==> src/rtl/mem_rr_arbiter_pkg.sv <==
// Shared types and constants for the round-robin memory arbiter.
package common_pkg;

  typedef enum logic [1:0] {
    ST_IDLE  = 2'd0,
    ST_ISSUE = 2'd1,
    ST_WAIT  = 2'd2
  } arb_state_t;

  localparam int MAX_DATA_WIDTH = 1024;

  // All-ones response word of the requested width, returned on a watchdog timeout.
  function automatic logic [MAX_DATA_WIDTH-1:0] resp_timeout_data(input int width);
    return {MAX_DATA_WIDTH{1'b1}} >> (MAX_DATA_WIDTH - width);
  endfunction

endpackage

==> src/rtl/mem_rr_arbiter_rr_pick.sv <==
// Rotating-priority picker: first set request bit at or above ptr_i, wrapping to 0.
module rr_pick
  import common_pkg::*;
#(
  parameter int NUM_USERS = 4,
  parameter int IDX_W     = $clog2(NUM_USERS)
) (
  input  logic [NUM_USERS-1:0] req_i,
  input  logic [IDX_W-1:0]     ptr_i,
  output logic                 found_o,
  output logic [IDX_W-1:0]     idx_o
);

  logic [IDX_W:0] cand;

  // Walk from the farthest offset down so the nearest requester is the last one written.
  always_comb begin
    found_o = 1'b0;
    idx_o   = '0;
    cand    = '0;
    for (int i = NUM_USERS - 1; i >= 0; i--) begin
      cand = {1'b0, ptr_i} + (IDX_W + 1)'(i);
      if (cand >= (IDX_W + 1)'(NUM_USERS)) begin
        cand = cand - (IDX_W + 1)'(NUM_USERS);
      end else begin
        cand = cand;
      end
      if (req_i[cand[IDX_W-1:0]]) begin
        found_o = 1'b1;
        idx_o   = cand[IDX_W-1:0];
      end else begin
        found_o = found_o;
        idx_o   = idx_o;
      end
    end
  end

endmodule

==> src/rtl/mem_rr_arbiter.sv <==
// Round-robin arbiter sharing one memory channel between NUM_USERS requesters.
// Optional response watchdog enabled by defining MEM_RR_ARBITER_WATCHDOG_EN.
module mem_rr_arbiter
  import common_pkg::*;
#(
  parameter int NUM_USERS      = 4,
  parameter int ADDR_WIDTH     = 32,
  parameter int DATA_WIDTH     = 32,
  parameter int WE_WIDTH       = 4,
  parameter int TIMEOUT_CYCLES = 256
) (
  input  logic                             clk,
  input  logic                             reset,
  input  logic [NUM_USERS-1:0]             req_valid,
  output logic [NUM_USERS-1:0]             req_ready,
  input  logic [NUM_USERS*WE_WIDTH-1:0]    req_we,
  input  logic [NUM_USERS*ADDR_WIDTH-1:0]  req_addr,
  input  logic [NUM_USERS*DATA_WIDTH-1:0]  req_data,
  output logic [NUM_USERS-1:0]             resp_valid,
  output logic [DATA_WIDTH-1:0]            resp_data,
  output logic                             mem_valid,
  input  logic                             mem_ready,
  output logic [WE_WIDTH-1:0]              mem_we,
  output logic [ADDR_WIDTH-1:0]            mem_addr,
  output logic [DATA_WIDTH-1:0]            mem_data,
  input  logic                             mem_resp_valid,
  input  logic [DATA_WIDTH-1:0]            mem_resp_data,
  output logic                             busy,
  output logic                             timeout_err
);

  localparam int IDX_W = $clog2(NUM_USERS);

  arb_state_t             state_q;
  logic [IDX_W-1:0]       prio_q, prio_d, owner_q, pick_idx;
  logic                   pick_found, grant;
  logic [NUM_USERS-1:0]   resp_valid_q;
  logic [DATA_WIDTH-1:0]  resp_data_q, mem_data_q, data_sel;
  logic                   mem_valid_q;
  logic [WE_WIDTH-1:0]    mem_we_q, we_sel;
  logic [ADDR_WIDTH-1:0]  mem_addr_q, addr_sel;

  rr_pick #(.NUM_USERS(NUM_USERS), .IDX_W(IDX_W)) u_pick (
    .req_i   (req_valid),
    .ptr_i   (prio_q),
    .found_o (pick_found),
    .idx_o   (pick_idx)
  );

  // Gating with reset keeps req_ready low while reset is held, even with requests pending.
  assign grant    = reset && (state_q == ST_IDLE) && pick_found;
  assign we_sel   = req_we[pick_idx*WE_WIDTH +: WE_WIDTH];
  assign addr_sel = req_addr[pick_idx*ADDR_WIDTH +: ADDR_WIDTH];
  assign data_sel = req_data[pick_idx*DATA_WIDTH +: DATA_WIDTH];

  always_comb begin
    req_ready = '0;
    if (grant) begin
      req_ready[pick_idx] = 1'b1;
    end else begin
      req_ready = '0;
    end
  end

  always_comb begin
    if (owner_q == IDX_W'(NUM_USERS - 1)) begin
      prio_d = '0;
    end else begin
      prio_d = owner_q + IDX_W'(1);
    end
  end

`ifdef MEM_RR_ARBITER_WATCHDOG_EN
  localparam int WD_W = $clog2(TIMEOUT_CYCLES + 1);
  localparam logic [DATA_WIDTH-1:0] RESP_TIMEOUT_DATA =
    DATA_WIDTH'(resp_timeout_data(DATA_WIDTH));
  logic [WD_W-1:0] wd_cnt_q;
  logic            timeout_err_q;
  logic            wd_expired;
  assign wd_expired  = (wd_cnt_q == WD_W'(TIMEOUT_CYCLES - 1));
  assign timeout_err = timeout_err_q;
`else
  assign timeout_err = 1'b0;
`endif

  // Arbiter FSM with registered memory-side and response outputs.
  always_ff @(posedge clk or negedge reset) begin
    if (!reset) begin
      state_q      <= ST_IDLE;
      prio_q       <= '0;
      owner_q      <= '0;
      resp_valid_q <= '0;
      resp_data_q  <= '0;
      mem_valid_q  <= 1'b0;
      mem_we_q     <= '0;
      mem_addr_q   <= '0;
      mem_data_q   <= '0;
`ifdef MEM_RR_ARBITER_WATCHDOG_EN
      wd_cnt_q      <= '0;
      timeout_err_q <= 1'b0;
`endif
    end else begin
      resp_valid_q <= '0;
      case (state_q)
        ST_IDLE: begin
          if (grant) begin
            owner_q     <= pick_idx;
            mem_we_q    <= we_sel;
            mem_addr_q  <= {2'b00, addr_sel[ADDR_WIDTH-1:2]};
            mem_data_q  <= data_sel;
            mem_valid_q <= 1'b1;
            state_q     <= ST_ISSUE;
          end
        end
        ST_ISSUE: begin
          if (mem_ready) begin
            mem_valid_q <= 1'b0;
            state_q     <= ST_WAIT;
`ifdef MEM_RR_ARBITER_WATCHDOG_EN
            wd_cnt_q    <= '0;
`endif
          end
        end
        ST_WAIT: begin
          if (mem_resp_valid) begin
            resp_data_q           <= mem_resp_data;
            resp_valid_q[owner_q] <= 1'b1;
            prio_q                <= prio_d;
            state_q               <= ST_IDLE;
          end
`ifdef MEM_RR_ARBITER_WATCHDOG_EN
          else if (wd_expired) begin
            resp_data_q           <= RESP_TIMEOUT_DATA;
            resp_valid_q[owner_q] <= 1'b1;
            timeout_err_q         <= 1'b1;
            prio_q                <= prio_d;
            state_q               <= ST_IDLE;
          end else begin
            wd_cnt_q <= wd_cnt_q + WD_W'(1);
          end
`endif
        end
        default: state_q <= ST_IDLE;
      endcase
    end
  end

  assign resp_valid = resp_valid_q;
  assign resp_data  = resp_data_q;
  assign mem_valid  = mem_valid_q;
  assign mem_we     = mem_we_q;
  assign mem_addr   = mem_addr_q;
  assign mem_data   = mem_data_q;
  assign busy       = (state_q != ST_IDLE);

endmodule
==> config.mk <==
export PLATFORM = sky130hd
export DESIGN_NAME = mem_rr_arbiter
export DESIGN_NICKNAME = d
export VERILOG_FILES = /design/src/rtl/mem_rr_arbiter_pkg.sv /design/src/rtl/mem_rr_arbiter_rr_pick.sv /design/src/rtl/mem_rr_arbiter.sv
export SDC_FILE = /design/constraint.sdc
export NUM_CORES = 1
export LEC_CHECK = 0
export ABC_CLOCK_PERIOD_IN_PS = 5500
export CORE_AREA = 2 2 162 164
export CTS_BUF_LIST = sky130_fd_sc_hd__clkbuf_8
export CTS_CLUSTER_DIAMETER = 100
export DETAILED_ROUTE_END_ITERATION = 7
export DIE_AREA = 0 0 164 166
export HOLD_SLACK_MARGIN = 0.06
export PLACE_DENSITY = 0.63
export SYNTH_ARGS = -nofsm -noshare
export SYNTH_HDL_FRONTEND = slang
export SYNTH_SLANG_ARGS = --single-unit
==> constraint.sdc <==
create_clock -name clk -period 5.5 [get_ports clk]
set_clock_uncertainty 0.05 [all_clocks]
set_input_delay 1.1 -clock clk [delete_from_list [all_inputs] [get_ports clk]]
set_output_delay 1.1 -clock clk [all_outputs]
set_load 0.01 [all_outputs]
==> results.py, run 1 <==
metrics = {
    "clock_network": {
        "worstSkewPairLatency_ps": 390,
        "postCtsHoldBufs": 0,
        "root_buffer": "clkbuf_8",
        "cts_sinks": 109,
        "cts_setup_buffers": 0,
        "clk_path_buf_depth": 2,
        "cts.clk_slew.worst_paths_ps": 130,
        "htree_levels": 3,
        "cts_resized": 0,
        "cts_tree": "built",
        "numCtsBuffers": 9,
    },
    "placed_design": {
        "hpwl_mm": 19.4,
        "placed_cell_area_um2": 10600,
        "place_congestion": 0.817,
        "io_buffers": 411,
        "dp_cells": 1343,
    },
    "timing": {
        "fmax_mhz": 229,
        "finalHoldViolations": 0,
        "min_period_ps": 4370,
        "fin_crit_sh_pct": 79.4,
        "rsz0062_at_grt": "no",
        "drv_slew": 0,
        "worst_slew_pin_slew_ps": 1240,
        "maxSlewHeadroom_pct": 17.3,
        "finalSetupViolCount": 0,
        "finalSetupTns_ps": 0,
    },
    "worst_hold_path": {
        "hold_path.startpoint": "mem_valid",
        "hold_path_class": "reg2reg",
        "hold_end": "mem_valid",
        "whs_path_depth": 2,
    },
    "route": {
        "viasPerCell": 4.85,
        "drc": 0,
        "wl_per_cell_um": 19.6,
        "totalWireLength_mm": 26.7,
        "drt_iter0_drc": 319,
        "vias": 6592,
        "ant_nets": 0,
        "drtPass1Iterations": 4,
    },
    "worst_setup_path": {
        "startpoint_type": "input port",
        "worstSetupPathType": "in2out",
        "reg2reg_from": "prio_q[1]",
        "worstPathArrival_ps": 3220,
        "crit_path_end_kind": "output pin",
        "r2r-end": "mem_data[30]",
        "cp_max_fo": 9,
        "ff2ff_path_depth": 5,
        "ff2ff_setup_slack_ps": 2670,
        "required_ps": 4350,
    },
    "final_layout": {
        "fin_cells": 1359,
        "area_growth_pct": 71.5,
        "nNetsFinal": 1335,
        "fin_area_um2": 10800,
        "drive_gt1_share_pct": 7.52,
        "antennaDiodeCount": 0,
    },
    "synth": {
        "synthFlopType": "dfrtp_1",
        "netlist.area_leader.share_pct": 43.3,
        "yosysWarnings": 0,
        "synth.distinct_cells": 45,
        "synth_edf_count": 0,
        "synthesis.area_um2": 6290,
        "avgSynthCellArea_um2": 9.73,
        "synth_async_sr_flop_share_pct": 100,
        "synth_top_cell_by_area": "dfrtp_1",
        "syn_inst": 647,
        "yosysSeqAreaShare_pct": 43.3,
        "ys_ff_latch": 109,
        "synth_area_leaders": "dfrtp_1, a221oi_1, mux2_2, and3_1, a21boi_0",
    },
    "grt": {
        "grt_overflow_total": 0,
        "grt_pass1_wl_mm": 39.2,
        "grt.total_usage_pct": 18.8,
        "grt_max_degree": 91,
        "grt_pass1_vias": 6648,
        "antenna_found_initial": 0,
    },
    "die": {
        "row_count": 59,
        "fp.dieW_um": 164,
        "num_io_pins": 423,
        "chipHeight_um": 166,
        "die-area_um2": 27200,
        "start_util_pct": 24.6,
        "fp.coreArea_um2": 25600,
    },
    "status": {
        "status": "finished clean",
    },
    "power": {
        "p_total_w": 0.00460,
        "p_leak_nw": 4.41,
        "max-vdd-ir-drop_uv": 206,
        "p_per_area_nw_per_um2": 426,
    },
    "job": {
        "max_cap_violations": 0,
    },
}
sequential cells by signal, indices dropped and copies added, names as in the netlist:
signal and cells:
prio_q 2, state_q 2, resp_data 32, mem_we 4
mem_valid 1, mem_addr 30, owner_q 2, resp_valid 4
mem_data 32
per-layer routing:
metal | share of wire [%] | up-vias | track usage (%) | wire, µm
li1 | - | 3130 | - | -
met1 | 41 | 3162 | 21.9 | 10800
met2 | 50 | 277 | 33.7 | 13300
met3 | 8.0 | 23 | 5.39 | 2130
met4 | 1.6 | 0 | 4.46 | 417
met5 | 0 | - | 0 | 0
report_power, final:
group | total [W] | switching (W) | internal (W)
clock network | 0.000525 | 0.000334 | 0.000191
registers | 0.00142 | 0.000235 | 0.00119
logic | 0.00265 | 0.00127 | 0.00138
total | 0.00460 | 0.00183 | 0.00276
critical path: stages:
cell             delay (ps)
clkdlybuf4s50_1         640
or2_1                   310
o311a_2                 340
nand2_1                 130
a21oi_1                 130
clkdlybuf4s50_1         570
placed cells by master, fill, tap and decap left out, types with 23 or more instances in the layout:
master / instances
clkdlybuf4s50_1: 410
dfrtp_1: 109
nor2_1: 61
and3_1: 55
a21oi_1: 55
a221oi_1: 53
o21ai_1: 47
a21boi_0: 38
mux2_2: 34
mux2i_1: 26
o21ai_0: 23
final cells by class:
class / count / area, µm²
Fill cell: 2566 / 14800
Timing Repair Buffer: 427 / 4230
Tap cell: 335 / 419
Clock buffer: 10 / 138
Multi-Input combinational cell: 463 / 3180
Clock inverter: 6 / 62.6
Inverter: 9 / 33.8
Sequential cell: 109 / 2730
Yosys cell counts (2+ instances only):
cell type	n
buf_4	7
clkbuf_1	34
dfrtp_1	109
o21ai_0	23
inv_1	8
and3_1	55
and2_1	2
a21oi_1	55
a21boi_0	38
nand2_1	12
nor2_1	61
buf_2	12
a21boi_1	16
nand2b_1	2
mux2_2	34
buf_6	9
ha_1	4
a2bb2oi_1	13
a221oi_1	53
o21ai_1	47
nand3b_1	2
mux2i_1	26
buf_8	2
buf_1	2
logic make-up (layout without fill, tap and decap cells):
family                   count (synthesis)  count (layout)  share of synthesized area (%)
buffers and inverters                   77             452                           6.96
AND/OR/NAND/NOR                        141             141                           11.4
flip-flops                             109             109                           43.3
adder cells (fa/ha/maj)                  4               4                          0.795
AO/OA/AOI/OAI                          255             255                           27.2
other                                    1               3                         0.0596
multiplexers                            60              60                           10.2
metrics by stage:
step	setup WS (ps)	utilization [%]	hold WS (ps)
global route	1020	42.1	475
CTS	1120	42.1	468
global placement	1120	41.3	419
detailed placement	1110	41.3	430
floorplan	2080	-	439
finish	1130	42.1	457
worst max path at each step:
stage                         to         start  slack, ps
global route        req_ready[1]  req_valid[3]       1020
global placement    req_ready[1]  req_valid[3]       1120
floorplan           req_ready[2]  req_valid[3]       2080
CTS                 req_ready[1]  req_valid[3]       1120
finish              req_ready[1]  req_valid[3]       1130
detailed placement  req_ready[1]  req_valid[3]       1110
Note: power is estimated with default switching activity, not from simulation.
==> run 2: changes to the inputs <==
--- a/config.mk
+++ b/config.mk
@@ -5,14 +5,14 @@
 export SDC_FILE = /design/constraint.sdc
 export NUM_CORES = 1
 export LEC_CHECK = 0
-export ABC_CLOCK_PERIOD_IN_PS = 5500
-export CORE_AREA = 2 2 162 164
+export ABC_CLOCK_PERIOD_IN_PS = 4560
+export CORE_AREA = 2 2 164 166
 export CTS_BUF_LIST = sky130_fd_sc_hd__clkbuf_8
 export CTS_CLUSTER_DIAMETER = 100
 export DETAILED_ROUTE_END_ITERATION = 7
-export DIE_AREA = 0 0 164 166
+export DIE_AREA = 0 0 166 168
 export HOLD_SLACK_MARGIN = 0.06
-export PLACE_DENSITY = 0.63
+export PLACE_DENSITY = 0.62
 export SYNTH_ARGS = -nofsm -noshare
 export SYNTH_HDL_FRONTEND = slang
 export SYNTH_SLANG_ARGS = --single-unit
==> constraint.sdc (replaced) <==
create_clock -name clk -period 4.56 [get_ports clk]
set_clock_uncertainty 0.05 [all_clocks]
set_input_delay 0.912 -clock clk [delete_from_list [all_inputs] [get_ports clk]]
set_output_delay 0.912 -clock clk [all_outputs]
set_load 0.01 [all_outputs]
==> results.py, run 2 (synthesis gave the netlist of run 1 again) <==
metrics = {
    "placed_design": {
        "hpwl_mm": 19.1,
        "io_buffers": 411,
        "place_congestion": 0.766,
        "pre_cts_slack_ps": 554,
        "placed_cell_area_um2": 10600,
    },
    "clock_network": {
        "numCtsBuffers": 9,
        "cts_setup_buffers": 0,
        "postCtsHoldBufs": 0,
        "cts_sinks": 109,
        "cts_resized": 0,
        "root_buffer": "clkbuf_8",
        "cts_tree": "built",
        "cts.clk_slew.worst_paths_ps": 150,
        "htree_levels": 3,
        "worstSkewPairLatency_ps": 390,
        "clk_path_buf_depth": 2,
    },
    "status": {
        "status": "finished clean",
    },
    "timing": {
        "setup_slack_ps": 547,
        "drv_slew": 0,
        "min_period_ps": 4010,
        "finalSetupViolCount": 0,
        "rsz0062_at_grt": "no",
        "worst_slew_pin_slew_ps": 868,
        "fin_hold_ws_ps": 266,
        "maxSlewHeadroom_pct": 42.2,
        "fin_crit_sh_pct": 88.0,
        "fmax_mhz": 249,
        "finalHoldViolations": 0,
        "finalSetupTns_ps": 0,
    },
    "worst_setup_path": {
        "crit_top_cell": "clkdlybuf4s50_1",
        "worstSetupPathType": "in2out",
        "worstPathCellList": "clkdlybuf4s50_1 -> a21boi_1 -> o221a_2 -> nand2_1 -> a21oi_1 -> clkdlybuf4s50_1",
        "cp_max_fo": 7,
        "worstPathArrival_ps": 3050,
        "required_ps": 3600,
        "startpoint_type": "input port",
        "cpPeakStageDelay_ps": 720,
        "crit_path_end_kind": "output pin",
        "crit_buf_inv": 2,
        "cpMaxStageDelayCell": "clkdlybuf4s50_1",
        "crit_family": "buffers and inverters",
    },
    "grt": {
        "antenna_found_initial": 3,
        "grt_pass1_vias": 6574,
        "grt_max_degree": 109,
        "grt_pass1_wl_mm": 39.4,
        "grt_overflow_total": 0,
        "grt.total_usage_pct": 18.2,
    },
    "die": {
        "start_util_pct": 23.9,
        "die-area_um2": 27900,
        "chipHeight_um": 168,
        "row_count": 60,
        "num_io_pins": 423,
        "fp.dieW_um": 166,
        "fp.coreArea_um2": 26400,
    },
    "power": {
        "max-vdd-ir-drop_uv": 195,
        "p_per_area_nw_per_um2": 514,
        "p_leak_nw": 4.42,
    },
    "final_layout": {
        "fill_cells": 2656,
        "drive_gt1_share_pct": 7.71,
        "fin_area_um2": 10800,
        "nNetsFinal": 1335,
        "mostFrequentLayoutCells": "clkdlybuf4s50_1, dfrtp_1, nor2_1",
        "area_growth_pct": 72.0,
        "final_common_cell": "clkdlybuf4s50_1",
    },
    "route": {
        "vias": 6589,
        "wl_per_cell_um": 19.2,
        "totalWireLength_mm": 26.3,
        "drtPass1Iterations": 4,
        "viasPerCell": 4.82,
        "drt_iter0_drc": 320,
        "drc": 0,
        "ant_nets": 0,
    },
    "job": {
        "max_cap_violations": 0,
    },
    "worst_hold_path": {
        "hold_path_class": "in2async",
    },
}
==> run 2: stage by stage <==
| step | total power (W) | instances | utilization (%) |
|---|---|---|---|
| floorplan | 0.00331 | 649 | - |
| global placement | 0.00492 | 1349 | 40.3 |
| detailed placement | 0.00497 | 1349 | 40.3 |
| CTS | 0.00565 | 1365 | 41.1 |
| global route | 0.00597 | 1365 | 41.1 |
| finish | 0.00556 | 1366 | 41.1 |
==> run 2: report_power, final <==
group	total, W	switching [W]	leakage [nW]	internal, W
Combinational	0.00320	0.00153	3.03	0.00167
Clock	0.000655	0.000430	0.105	0.000225
Sequential	0.00170	0.000270	1.28	0.00143
Total	0.00556	0.00223	4.42	0.00333
==> run 2: cell type report <==
class | instances | area, µm² | share of cell area (%)
tap | 341 | 427 | 3.94
inverter | 9 | 33.8 | 0.312
clock buffer | 9 | 124 | 1.14
timing repair buffer | 427 | 4240 | 39.2
sequential | 109 | 2730 | 25.2
multi-input combinational | 463 | 3190 | 29.4
antenna | 1 | 2.50 | 0.0231
clock inverter | 7 | 83.8 | 0.774
==> run 2: path summary, 6_finish.rpt <==
path	cells after the start	endpoint	startpoint	slack (ps)
worst min-delay path	1	resp_valid[2]	reset	270
max in group asynchronous	3	mem_addr[6]	reset	2540
worst min register to register	2	mem_valid	mem_valid	450
worst max register to register	6	mem_data[25]	prio_q[0]	2090
min in group clk	2	mem_valid	mem_valid	450
worst max-delay path	6	req_ready[1]	req_valid[1]	550
==> run 2: routing by layer <==
metal  wire [µm]  GRT usage (%)
met1       10800           22.1
met3        2020           5.15
met2       12900           31.5
met5          24              0
met4         532           5.07
